**config.mk**
```make
export PLATFORM = sky130hd
export DESIGN_NAME = pipeline_ctrl_flat
export DESIGN_NICKNAME = d
export VERILOG_FILES = /design/src/rtl/pipeline_ctrl_pkg.sv /design/src/rtl/pipeline_ctrl_if.sv /design/src/rtl/pipeline_ctrl_perf_cnt.sv /design/src/rtl/pipeline_ctrl.sv /design/src/flat_wrapper.sv
export SDC_FILE = /design/constraint.sdc
export NUM_CORES = 1
export LEC_CHECK = 0
export CAP_MARGIN = 20
export CORE_UTILIZATION = 35
export CTS_BUF_LIST = sky130_fd_sc_hd__clkbuf_8
export CTS_CLUSTER_SIZE = 14
export DETAILED_ROUTE_END_ITERATION = 16
export GPL_TIMING_DRIVEN = 0
export PLACE_DENSITY = 0.7
export SLEW_MARGIN = 20
export SYNTH_ARGS = -nofsm -noshare
export SYNTH_HDL_FRONTEND = slang
export SYNTH_SLANG_ARGS = --single-unit
```
**constraint.sdc**
```tcl
create_clock -name clk -period 2.55 [get_ports clk]
set_input_delay 0.255 -clock clk [delete_from_list [all_inputs] [get_ports clk]]
set_output_delay 0.255 -clock clk [all_outputs]
set_load 0.05 [all_outputs]
```
**src/rtl/pipeline_ctrl_pkg.sv**
```systemverilog
// Shared types and stall/flush encodings for the pipeline stall/flush sequencer.
package pipeline_ctrl_pkg;

  typedef enum logic [1:0] {
    ST_RUN   = 2'd0,
    ST_DIV   = 2'd1,
    ST_MEMW  = 2'd2,
    ST_REDIR = 2'd3
  } ctrl_state_e;

  // Bit positions in the stall/flush vectors, youngest register first.
  localparam int IFID  = 3;
  localparam int IDEX  = 2;
  localparam int EXMEM = 1;
  localparam int MEMWB = 0;

  localparam logic [3:0] STALL_NONE  = 4'b0000;
  localparam logic [3:0] STALL_LDUSE = 4'(1 << IFID);
  localparam logic [3:0] STALL_MULTI = 4'((1 << IFID) | (1 << IDEX) | (1 << EXMEM));

  localparam logic [3:0] FLUSH_NONE  = 4'b0000;
  localparam logic [3:0] FLUSH_ALL   = 4'b1111;
  localparam logic [3:0] FLUSH_BR    = 4'((1 << IFID) | (1 << IDEX));
  localparam logic [3:0] FLUSH_LDUSE = 4'(1 << IDEX);
  localparam logic [3:0] FLUSH_WB    = 4'(1 << MEMWB);
  localparam logic [3:0] FLUSH_REDIR = 4'(1 << IFID);

endpackage

```
**src/rtl/pipeline_ctrl_if.sv**
```systemverilog
// Event inputs and stall/flush/redirect outputs between the pipeline and its sequencer.
interface pipeline_ctrl_if #(
  parameter int PC_W = 32
);
  logic            ld_use_stall;
  logic            br_taken;
  logic [PC_W-1:0] br_target;
  logic            exc_req;
  logic [PC_W-1:0] exc_vec;
  logic            div_start;
  logic            div_done;
  logic            dmem_req;
  logic            dmem_ack;
  logic            if_ready;
  logic [3:0]      stall;
  logic [3:0]      flush;
  logic            redirect_valid;
  logic [PC_W-1:0] redirect_pc;

  modport master (
    output ld_use_stall, br_taken, br_target, exc_req, exc_vec,
           div_start, div_done, dmem_req, dmem_ack, if_ready,
    input  stall, flush, redirect_valid, redirect_pc
  );

  modport slave (
    input  ld_use_stall, br_taken, br_target, exc_req, exc_vec,
           div_start, div_done, dmem_req, dmem_ack, if_ready,
    output stall, flush, redirect_valid, redirect_pc
  );
endinterface

```
**src/rtl/pipeline_ctrl_perf_cnt.sv**
```systemverilog
// Free-running event counter that wraps at 2^CNT_W.
module pipe_perf_cnt #(
  parameter int CNT_W = 32
) (
  input  logic             clk,
  input  logic             rst,
  input  logic             en,
  output logic [CNT_W-1:0] cnt
);

  always_ff @(posedge clk) begin
    if (rst) cnt <= '0;
    else if (en) cnt <= cnt + CNT_W'(1);
  end

endmodule

```
**src/rtl/pipeline_ctrl.sv**
```systemverilog
// Stall/flush sequencer: merges hazards, multi-cycle events and redirects for the 5-stage pipe.
//
// state    | meaning
// ---------+-------------------------------------------------------------
// ST_RUN   | normal issue; single-cycle hazards and redirects resolved here
// ST_DIV   | divider busy, front of pipe held, bubble into MEM/WB
// ST_MEMW  | data memory outstanding; exceptions deferred until ack
// ST_REDIR | redirect target buffered until fetch unit accepts it
module pipeline_ctrl
  import pipeline_ctrl_pkg::*;
#(
  parameter int PC_W  = 32,
  parameter int CNT_W = 32
) (
  input  logic              clk,
  input  logic              rst,
  pipeline_ctrl_if.slave    bus,
  output logic [1:0]        state,
  output logic [CNT_W-1:0]  stall_cnt,
  output logic [CNT_W-1:0]  flush_cnt
);

  ctrl_state_e     st_q, st_d;
  logic [PC_W-1:0] buf_q, buf_d, pvec_q, pvec_d, req_tgt, rpc;
  logic            pend_q, pend_d, req, rv, redir_evt;
  logic [3:0]      stall_v, flush_v, req_flush;

  always_comb begin
    stall_v   = STALL_NONE;
    flush_v   = FLUSH_NONE;
    rv        = 1'b0;
    rpc       = '0;
    st_d      = st_q;
    buf_d     = buf_q;
    pend_d    = pend_q;
    pvec_d    = pvec_q;
    req       = 1'b0;
    req_tgt   = '0;
    req_flush = FLUSH_NONE;
    redir_evt = 1'b0;
    if (rst) begin
      flush_v = FLUSH_ALL;
    end else begin
      case (st_q)
        ST_RUN: begin
          // A deferred exception is older than anything arriving now.
          if (pend_q || bus.exc_req) begin
            req       = 1'b1;
            req_tgt   = pend_q ? pvec_q : bus.exc_vec;
            req_flush = FLUSH_ALL;
            pend_d    = 1'b0;
          end else if (bus.dmem_req && !bus.dmem_ack) begin
            stall_v = STALL_MULTI;
            flush_v = FLUSH_WB;
            st_d    = ST_MEMW;
          end else if (bus.div_start && !bus.div_done) begin
            stall_v = STALL_MULTI;
            flush_v = FLUSH_WB;
            st_d    = ST_DIV;
          end else if (bus.br_taken) begin
            req       = 1'b1;
            req_tgt   = bus.br_target;
            req_flush = FLUSH_BR;
          end else if (bus.ld_use_stall) begin
            stall_v = STALL_LDUSE;
            flush_v = FLUSH_LDUSE;
          end
        end
        ST_DIV: begin
          if (bus.exc_req) begin
            req       = 1'b1;
            req_tgt   = bus.exc_vec;
            req_flush = FLUSH_ALL;
          end else if (bus.div_done) begin
            st_d = ST_RUN;
          end else begin
            stall_v = STALL_MULTI;
            flush_v = FLUSH_WB;
          end
        end
        ST_MEMW: begin
          if (bus.exc_req) begin
            pend_d = 1'b1;
            pvec_d = bus.exc_vec;
          end
          if (bus.dmem_ack) begin
            st_d = ST_RUN;
          end else begin
            stall_v = STALL_MULTI;
            flush_v = FLUSH_WB;
          end
        end
        ST_REDIR: begin
          rv      = 1'b1;
          rpc     = buf_q;
          flush_v = FLUSH_REDIR;
          // A new exception replaces the waiting target; only one target is presented.
          if (bus.exc_req) begin
            flush_v   = FLUSH_ALL;
            rpc       = bus.exc_vec;
            buf_d     = bus.exc_vec;
            redir_evt = 1'b1;
          end
          if (bus.if_ready) st_d = ST_RUN;
        end
        default: st_d = ST_RUN;
      endcase
      if (req) begin
        flush_v   = req_flush;
        redir_evt = 1'b1;
        if (bus.if_ready) begin
          rv   = 1'b1;
          rpc  = req_tgt;
          st_d = ST_RUN;
        end else begin
          buf_d = req_tgt;
          st_d  = ST_REDIR;
        end
      end
    end
  end

  always_ff @(posedge clk) begin
    if (rst) begin
      st_q   <= ST_RUN;
      buf_q  <= '0;
      pend_q <= 1'b0;
      pvec_q <= '0;
    end else begin
      st_q   <= st_d;
      buf_q  <= buf_d;
      pend_q <= pend_d;
      pvec_q <= pvec_d;
    end
  end

  assign bus.stall          = stall_v;
  assign bus.flush          = flush_v;
  assign bus.redirect_valid = rv;
  assign bus.redirect_pc    = rpc;
  assign state              = st_q;

  pipe_perf_cnt #(.CNT_W(CNT_W)) u_stall_cnt (
    .clk (clk),
    .rst (rst),
    .en  (stall_v != STALL_NONE),
    .cnt (stall_cnt)
  );

  pipe_perf_cnt #(.CNT_W(CNT_W)) u_flush_cnt (
    .clk (clk),
    .rst (rst),
    .en  (redir_evt),
    .cnt (flush_cnt)
  );

endmodule
```
**src/flat_wrapper.sv**
```systemverilog
// flat-port wrapper written by rule: the top's interface ports become plain ports
module pipeline_ctrl_flat import pipeline_ctrl_pkg::*;
#(
  parameter int PC_W  = 32,
  parameter int CNT_W = 32
)
  (clk, rst, state, stall_cnt, flush_cnt, bus_ld_use_stall, bus_br_taken, bus_br_target, bus_exc_req, bus_exc_vec, bus_div_start, bus_div_done, bus_dmem_req, bus_dmem_ack, bus_if_ready, bus_stall, bus_flush, bus_redirect_valid, bus_redirect_pc);
  pipeline_ctrl_if #(.PC_W(PC_W)) bus_i ();
  input  logic clk;
  input  logic rst;
  output logic [1:0] state;
  output logic [CNT_W-1:0] stall_cnt;
  output logic [CNT_W-1:0] flush_cnt;
  input wire logic [$bits(bus_i.ld_use_stall)-1:0] bus_ld_use_stall;
  input wire logic [$bits(bus_i.br_taken)-1:0] bus_br_taken;
  input wire logic [$bits(bus_i.br_target)-1:0] bus_br_target;
  input wire logic [$bits(bus_i.exc_req)-1:0] bus_exc_req;
  input wire logic [$bits(bus_i.exc_vec)-1:0] bus_exc_vec;
  input wire logic [$bits(bus_i.div_start)-1:0] bus_div_start;
  input wire logic [$bits(bus_i.div_done)-1:0] bus_div_done;
  input wire logic [$bits(bus_i.dmem_req)-1:0] bus_dmem_req;
  input wire logic [$bits(bus_i.dmem_ack)-1:0] bus_dmem_ack;
  input wire logic [$bits(bus_i.if_ready)-1:0] bus_if_ready;
  output wire logic [$bits(bus_i.stall)-1:0] bus_stall;
  output wire logic [$bits(bus_i.flush)-1:0] bus_flush;
  output wire logic [$bits(bus_i.redirect_valid)-1:0] bus_redirect_valid;
  output wire logic [$bits(bus_i.redirect_pc)-1:0] bus_redirect_pc;
  assign bus_i.ld_use_stall = bus_ld_use_stall;
  assign bus_i.br_taken = bus_br_taken;
  assign bus_i.br_target = bus_br_target;
  assign bus_i.exc_req = bus_exc_req;
  assign bus_i.exc_vec = bus_exc_vec;
  assign bus_i.div_start = bus_div_start;
  assign bus_i.div_done = bus_div_done;
  assign bus_i.dmem_req = bus_dmem_req;
  assign bus_i.dmem_ack = bus_dmem_ack;
  assign bus_i.if_ready = bus_if_ready;
  assign bus_stall = bus_i.stall;
  assign bus_flush = bus_i.flush;
  assign bus_redirect_valid = bus_i.redirect_valid;
  assign bus_redirect_pc = bus_i.redirect_pc;
  pipeline_ctrl #(.PC_W(PC_W), .CNT_W(CNT_W)) u_core (.clk(clk), .rst(rst), .bus(bus_i), .state(state), .stall_cnt(stall_cnt), .flush_cnt(flush_cnt));
endmodule
```
# ---- Yosys cells after proc, flatten, opt, wreduce, memory -nomap -nowiden
# Index checks and enable logic that the tools add are counted.
# W data, S select, Z words.
dict set report classes {
  n_reduce_logical 11
  add_sub_neg 2
  eq_ne 11
  mux 70
}
# op count
set ops {}
lappend ops {{$mux W32} 14}
lappend ops {{$mux W4} 21}
lappend ops {{$add A32 B1 Y32 const B} 2}
lappend ops {{$pmux W32 S2} 1}
lappend ops {{$mux W2} 9}
lappend ops {{$mux W1} 17}
lappend ops {{$pmux W4 S4} 1}
lappend ops {{$ne A3 B2 Y1 const B} 4}
lappend ops {{$pmux W4 S3} 1}
lappend ops {{$pmux W2 S4} 1}
lappend ops {{$pmux W4 S2} 1}
lappend ops {{$mux W3} 2}
lappend ops {{$reduce_and A6 Y1} 1}
lappend ops {{$eq A2 B2 Y1 const B} 2}
lappend ops {{$ne A4 B1 Y1 const B} 1}
lappend ops {{$pmux W1 S2} 2}
lappend ops {{$reduce_bool A4 Y1} 1}
lappend ops {{$ne A3 B3 Y1 const B} 1}
lappend ops {{$reduce_and A3 Y1} 1}
lappend ops {{$eq A2 B1 Y1 const B} 1}
lappend ops {{$logic_and A1 B1 Y1} 2}
lappend ops {{$logic_not A1 Y1} 2}
lappend ops {{$logic_not A2 Y1} 1}
lappend ops {{$ne A2 B1 Y1 const B} 1}
lappend ops {{other kinds (4)} 4}
dict set report totals {
  regBits 131
  out_inout_bits 107
  input_bits 74
}

# ---- Depth between registers and ports, before layout
# Gate-level depths: netlist of the first run.
dict set report depth {
  depth_word 9
  ltp_mapped 8
}

# ---- Modules after synthesis
# A second synthesis of the first run with hierarchy kept.
dict set report hier_totals {
  cells_unflattened 867
  area_unflattened_um2 7409.6
}
# module seq_area_each_um2 cells_each n_inst area_each_um2
set modules_own_cells {}
lappend modules_own_cells {pipeline_ctrl 1341.3 505 1 4281.6}
lappend modules_own_cells {pipe_perf_cnt 640.6 181 2 1564.0}

# ---- Least setup slack after synthesis of the first run
# Ideal clock, no wire load.
dict set report synth_timing {
  kind {reg2out}
  start {register u_core.st_q[0] (netlist: u_core.state[0])}
  end {output bus_stall[2]}
  required_ns 2.295
  stages_incl_launch_ff 7
  arrival_ns 3.071
  path_slack_ns -0.776
  n_path_buf 2
  cell_sequence {dfxtp_1 buf_2 nor4b_1 a21o_1 a21oi_1 nor3b_1 buf_4}
}
dict set report synth_via {
  elab_chain_cells 3
  elab_cells_between_ends 5
  cone_classes {eq/ne (2); mux (2); reduce/logical (1)}
}
# element line
set synth_lines {}
lappend synth_lines {{from (decl)} pipeline_ctrl.sv:23} ;# ctrl_state_e st_q, st_d;
lappend synth_lines {{from (signal assigned)} pipeline_ctrl.sv:130} ;# st_q <= st_d;
lappend synth_lines {{$eq A2 B2 Y1, or another cell as far along} pipeline_ctrl.sv:44} ;# case (st_q)
lappend synth_lines {{$pmux W4 S3 *} pipeline_ctrl.sv:44}
lappend synth_lines {{$mux W4 *} pipeline_ctrl.sv:41} ;# if (rst) begin
lappend synth_lines {{to (decl)} flat_wrapper.sv:24} ;# output wire logic [$bits(bus_i.stall)-1:0] bus_stall;
# Every way passes the cells marked *; elsewhere a longest branch is shown, timed or not.

# ---- Final worst setup path of the first run
dict set report layout_timing {
  start {input bus_exc_req}
  end {output bus_redirect_valid}
}
dict set report layout_via {
  elab_chain_cells 6
  elab_cells_between_ends 7
  cone_classes {mux (6); reduce/logical (1)}
}
# element line
set layout_lines {}
lappend layout_lines {{from (decl)} flat_wrapper.sv:17} ;# input wire logic [$bits(bus_i.exc_req)-1:0] bus_exc_req;
lappend layout_lines {{$logic_or A1 B1 Y1} pipeline_ctrl.sv:47} ;# if (pend_q || bus.exc_req) begin
lappend layout_lines {{$mux W1} pipeline_ctrl.sv:47}
lappend layout_lines {{$pmux W1 S2 *} pipeline_ctrl.sv:44}
lappend layout_lines {{$mux W1 *} pipeline_ctrl.sv:41}
lappend layout_lines {{$mux W1 *} pipeline_ctrl.sv:108} ;# if (req) begin
lappend layout_lines {{$mux W1 *} pipeline_ctrl.sv:41}
lappend layout_lines {{to (decl)} flat_wrapper.sv:26} ;# output wire logic [$bits(bus_i.redirect_valid)-1:0] bus_redirect_valid;
# Every way passes the cells marked *; elsewhere a longest branch is shown, timed or not. The select of a mux whose other input is x is not followed.

==> results of run 1 <==
final cells by class:
type,instances,area (um2),share of cell area (%)
inverters,18,67.6,0.658
well taps,275,344,3.35
flip-flops and latches,131,2630,25.6
repair buffers,181,1720,16.8
clock buffers,19,262,2.55
clock inverters,13,96.3,0.938
plain buffers,80,470,4.58
multi-input cells,755,4680,45.6
path summary, 6_finish.rpt:
kind | from | depth (start not counted) | to | slack (ns)
hold / removal | bus_exc_vec[23] | 3 | u_core.pvec_q[23] | 0.43
setup / recovery | bus_exc_req | 8 | bus_redirect_valid | 0.04
hold reg to reg | u_core.pvec_q[26] | 2 | u_core.pvec_q[26] | 0.46
setup reg to reg | u_core.state[0] | 7 | u_core.buf_q[30] | 0.11
routing by layer:
| metal | vias to the layer above | share of wire, % | GRT usage (%) |
|---|---|---|---|
| met3 | 44 | 7.8 | 5.43 |
| li1 | 3978 | - | - |
| met1 | 3946 | 43 | 31.3 |
| met4 | 0 | 2.4 | 9.59 |
| met2 | 339 | 46 | 39.2 |
| met5 | - | 0 | 0 |
state kept, by name, indices dropped and copies added, names as in the netlist:
signal / cells
u_core.buf_q: 32
u_core.pend_q: 1
u_core.pvec_q: 32
u_core.state: 2
u_core.u_flush_cnt.cnt: 32
u_core.u_stall_cnt.cnt: 32
what timing repair did:
item	CTS	global route
resized for setup	273	52
setup endpoints to repair	62	68
hold endpoints to repair	0	0
buffers inserted	1	0
pin swaps	2	7
power by group through the flow:
stage / Clock, W / Combinational (W) / Sequential (W)
3_3_place_gp: 0 / 0.00117 / 0.00223
6_report: 0.00165 / 0.00121 / 0.00219
4_1_cts: 0.00168 / 0.00119 / 0.00219
2_1_floorplan: 0 / 0.000693 / 0.00227
5_1_grt: 0.00176 / 0.00129 / 0.00221
3_5_place_dp: 0 / 0.00118 / 0.00223
cell families (layout without fill, tap and decap cells):
group	Yosys count	count (layout)
AO/OA/AOI/OAI	266	266
other	1	1
flip-flops	131	131
adder cells (fa/ha/maj)	2	2
multiplexers	39	39
buffers and inverters	102	311
XOR/XNOR	23	23
AND/OR/NAND/NOR	424	424
worst max-delay path, cell delays in order:
cell and delay (ns):
clkdlybuf4s50_1 0.53, buf_4 0.21, buf_4 0.22, buf_6 0.19
buf_6 0.20, a21oi_1 0.09, o31ai_2 0.33, buf_6 0.22
per-stage QoR:
stage / hold slack (ns) / util [%]
5_1_grt: 0.431 / 49.0
3_3_place_gp: 0.438 / 46.8
6_report: 0.425 / 49.0
2_1_floorplan: 0.391 / -
3_5_place_dp: 0.447 / 46.8
4_1_cts: 0.414 / 48.5
Yosys cell counts (8+ instances only):
library cell,number
a211oi_1,17
a21oi_1,120
a311oi_1,17
a31oi_1,15
and3_1,20
and3b_1,15
and4_1,8
clkbuf_1,66
dfxtp_1,131
inv_1,18
mux2i_1,38
nand2_1,161
nand3_1,34
nand4_1,18
nor2_1,83
nor2b_1,8
nor4_1,17
o21ai_0,15
o22ai_1,15
o2bb2ai_1,16
o31ai_1,21
or3_1,13
or4_1,19
xnor2_1,18
==> results.txt, run 1 <==
Initial Util - 35.7%
Top Ports - 181
Post-Synth Simple-Gate Area - 28.4%
required time of the critical path - 2.30 ns
Final Skew - 0.0122 ns
Setup WS post-layout - 0.0431 ns
First DRT Iteration DRCs - 554
Power Internal - 0.00338 W
Reg power frac - 43.4%
Tot Pwr - 0.00505 W
die width - 148 um
Async SR Flop Fraction - 0%
most frequent cells in the layout - nand2_1, clkdlybuf4s50_1, dfxtp_1
setup violators final - 0
Post-Synth Adder-Cell Area - 0.335%
Post-DP Area - 9810 um2
largest net degree at the start of global routing - 17
Worst Hold Class - in -> reg
setup TNS - 0 ns
Final ANT Viol Nets - 0
Area Overhead vs Synth - 37.4%
CTS tree - done
mux share of post-synthesis cell area - 5.24%
vias per inst - 5.64
Cell Rows - 53
via count - 8307
critical path type - in -> out
clock transition at the registers of the reported paths - 0.08 ns
outcome - finished clean
synth unique cells - 64
Antenna Diode Count - 0
Slew @ Worst Pin - 0.727 ns
drt drc - 0
ranking of synthesized cells by area - dfxtp_1, nand2_1, a21oi_1
power density cells - 492 nW/um2
GP Congestion - 0.908
commonest non-fill, non-tap cell in the layout - nand2_1
vias in the first global route - 7690
RSZ-0062 raised after global routing - true
main combinational cell family by area after synthesis - simple AND/OR/NAND/NOR gates
hpwl dp - 19700 um
max-capacitance violation count - 0
Synth Instances - 988
first-pass GRT wire length - 41700 um
Yosys top cell by area - dfxtp_1
min cycle time layout - 2.51 ns
fin. max-slew vios - 0
Compound-Gate Fraction of Synth Area - 22.7%
worst skew pair latency - 0.46 ns
Clock Tree Root - clkbuf_8
#FFs+latches synth - 131
fin area - 10300 um2
Worst EP arrival - 2.25 ns
die height - 148 um
Final period util - 98.3%
Clock power frac - 32.6%
H-tree levels - 4
crit path max fanout - 10
average wire per cell in the routed design - 18.4 um
pre-CTS WS - -1.37 ns
Lkg Pwr - 3.58 nW
drt pass-1 iters - 5
global route total overflow - 0
final non-filler cell total - 1472
initial antenna violation count - 0
CP Launch Type - input port
Peak Freq - 399 MHz
full die area - 21900 um2
Combinational Power Share - 24.0%
Cells after DPL - 1442
P_sw - 0.00167 W
Post-Syn Area - 7470 um2
Slew headroom - 51.6%
sw frac - 33.0%
register area share after synthesis - 35.1%
main flop type after synthesis - dfxtp_1
Syn Nets - 1064
core box area - 21000 um2
TritonCTS sink count - 131
final wirelength - 27100 um
area share of the leading cell type in the synthesized netlist - 35.1%
CP Capture Type - primary output
gr usage total - 24.3%
Post-synth EDFFs - 0
Fillers - 2065
worst vdd ir - 334 uV
CTS buffer count - 17
Fin. Hold Viols - 0
YS warnings - 0
post-synthesis area per instance - 7.57 um2
Post-CTS Hold Fix Bufs - 0
I/O Buffers - 179
xor/xnor cell area share of the yosys netlist - 2.70%
share of cells above drive strength 1 - 14.5%
fin nets - 1260
clock buffer depth - 2
Note: power is estimated with default switching activity, not from simulation.
==> inputs of run 2 (changes only) <==
Settings changed: GPL_ROUTABILITY_DRIVEN from default to 0, TNS_END_PERCENT from default to 10.
==> results.txt, run 2 (same netlist as run 1, synthesis figures left out) <==
outcome - complete, but fails checks
violated checks - setup timing
commonest non-fill, non-tap cell in the layout - nand2_1
hpwl dp - 19700 um (about the same)
critical path type - in -> out
Peak Freq - 382 MHz (-4.3%)
Crit path max-delay family - buffers and inverters
fin nets - 1259 (-0.079%)
CTS buffer count - 17 (unchanged)
TritonCTS sink count - 131 (unchanged)
Initial Util - 35.7% (unchanged)
Antenna Diode Count - 0 (unchanged)
Final period util - 103% (+4.4 points)
Slew @ Worst Pin - 1.07 ns (+0.343 ns)
H-tree levels - 4 (unchanged)
worst vdd ir - 293 uV (-12%)
slowest CP cell - clkdlybuf4s50_1
Post-CTS Hold Fix Bufs - 0 (unchanged)
CP Buf/Inv Count - 4 (-2)
CTS tree - done
full die area - 21900 um2 (unchanged)
most frequent cells in the layout - nand2_1, clkdlybuf4s50_1, dfxtp_1
average wire per cell in the routed design - 18.2 um (-1.1%)
vias per inst - 5.74 (+1.7%)
min cycle time layout - 2.62 ns (+0.113 ns)
fin area - 10300 um2 (about the same)
initial antenna violation count - 0 (unchanged)
CP cell instances - clkdlybuf4s50_1 > clkbuf_2 > clkbuf_1 > nand4b_1 > clkdlybuf4s15_2
Setup WS post-layout - -0.0695 ns (-0.113 ns)
flop2flop setup slack - 0.17 ns (+0.06 ns)
gr usage total - 24.3% (about the same)
First DRT Iteration DRCs - 583 (+5.2%)
Final Skew - 0.0126 ns (+0.000439 ns)
Slew headroom - 28.0% (-24 points)
clock buffer depth - 2 (unchanged)
max-capacitance violation count - 0 (unchanged)
Top Ports - 181 (unchanged)
Worst EP arrival - 2.36 ns (+0.11 ns)
Post-DP Area - 9690 um2 (-1.2%)
Worst path max stage delay - 0.64 ns (+0.11 ns)
Final ANT Viol Nets - 0 (unchanged)
setup violators final - 2 (+2)
via count - 8443 (+1.6%)
first-pass GRT wire length - 41700 um (about the same)
drt drc - 0 (unchanged)
global route total overflow - 0 (unchanged)
CP Capture Type - primary output
Clock Tree Root - clkbuf_8
crit path max fanout - 10 (unchanged)
worst skew pair latency - 0.47 ns (about the same)
largest net degree at the start of global routing - 17 (unchanged)
fin. max-slew vios - 0 (unchanged)
Fin. Hold Viols - 0 (unchanged)
clock transition at the registers of the reported paths - 0.09 ns (about the same)
Worst Hold Class - in -> reg
CP Launch Type - input port
final wirelength - 26800 um (-1.1%)
share of cells above drive strength 1 - 12.5% (-1.9 points)
Final Util - 49.0% (about the same)
hold slack - 0.430 ns (+0.00477 ns)
drt pass-1 iters - 6 (+1)
core box area - 21000 um2 (unchanged)
die width - 148 um (unchanged)
RSZ-0062 raised after global routing - true
required time of the critical path - 2.30 ns (about the same)
I/O Buffers - 179 (unchanged)
power density cells - 534 nW/um2 (+8.5%)
Area Overhead vs Synth - 37.3% (about the same)
Lkg Pwr - 3.61 nW (+0.94%)
die height - 148 um (unchanged)
vias in the first global route - 7812 (+1.6%)
Cell Rows - 53 (unchanged)
[run 2: cell count changes in the layout (fill, tap and decap cells not counted), sizes merged, moves of 2 or more]
cell,before,now
buf,48,54
bufinv,1,5
clkbuf,89,83
clkdlybuf4s15,4,2
clkinv,5,3
[run 2: power breakdown]
| part | leakage [nW] | switching (W) | internal (W) |
|---|---|---|---|
| clock network | 0.228 | 0.000910 | 0.00119 |
| logic | 2.32 | 0.000742 | 0.000444 |
| registers | 1.07 | 0.0000607 | 0.00213 |
[run 2: path summary, 6_finish.rpt]
kind | from | endpoint | cells past startpoint
min reg2reg | u_core.pvec_q[21] | u_core.pvec_q[21] | 2
max reg2reg | u_core.u_stall_cnt.cnt[2] | u_core.u_stall_cnt.cnt[31] | 6
max | rst | bus_flush[3] | 5
min | bus_exc_vec[5] | u_core.pvec_q[5] | 3
[run 2: per-layer routing]
metal / GRT usage [%] / vias to the layer above / routed length (um)
met3: 4.29 / 53 / 2160
met1: 31.8 / 4018 / 11600
met2: 38.6 / 398 / 12300
met4: 11.8 / 0 / 842
li1: - / 3974 / -
met5: 0 / - / 0
[run 2: cell type report]
type,count,area [um2]
Tap cell,275,344
Inverter,18,67.6
Clock buffer,18,248
Buffer,80,472
Clock inverter,14,211
Multi-Input combinational cell,755,4560
Fill cell,2082,10700
Sequential cell,131,2630
Timing Repair Buffer,180,1730
[run 2: what timing repair did]
item | CTS | global route
gates resized for setup | 292 | 39
endpoints found under the setup margin | 66 | 61
hold endpoints to repair | 0 | 0
pin swaps | 1 | 0
setup buffers | 1 | 0
[run 2: worst min-delay path: stages]
cell and delay (ns):
clkdlybuf4s50_1 0.47, nand2_1 0.09, a21oi_1 0.05
[run 2: through the flow]
step	cells	power [W]	worst slack [ns]	TNS [ns]
4_1_cts	1471	0.00546	-0.115	-0.182
3_5_place_dp	1442	0.00338	-1.52	-50.49
6_report	1471	0.00548	-0.0695	-0.0790
3_3_place_gp	1442	0.00336	-1.54	-50.21
2_1_floorplan	988	0.00294	-0.278	-5.83
5_1_grt	1471	0.00568	-0.125	-0.363
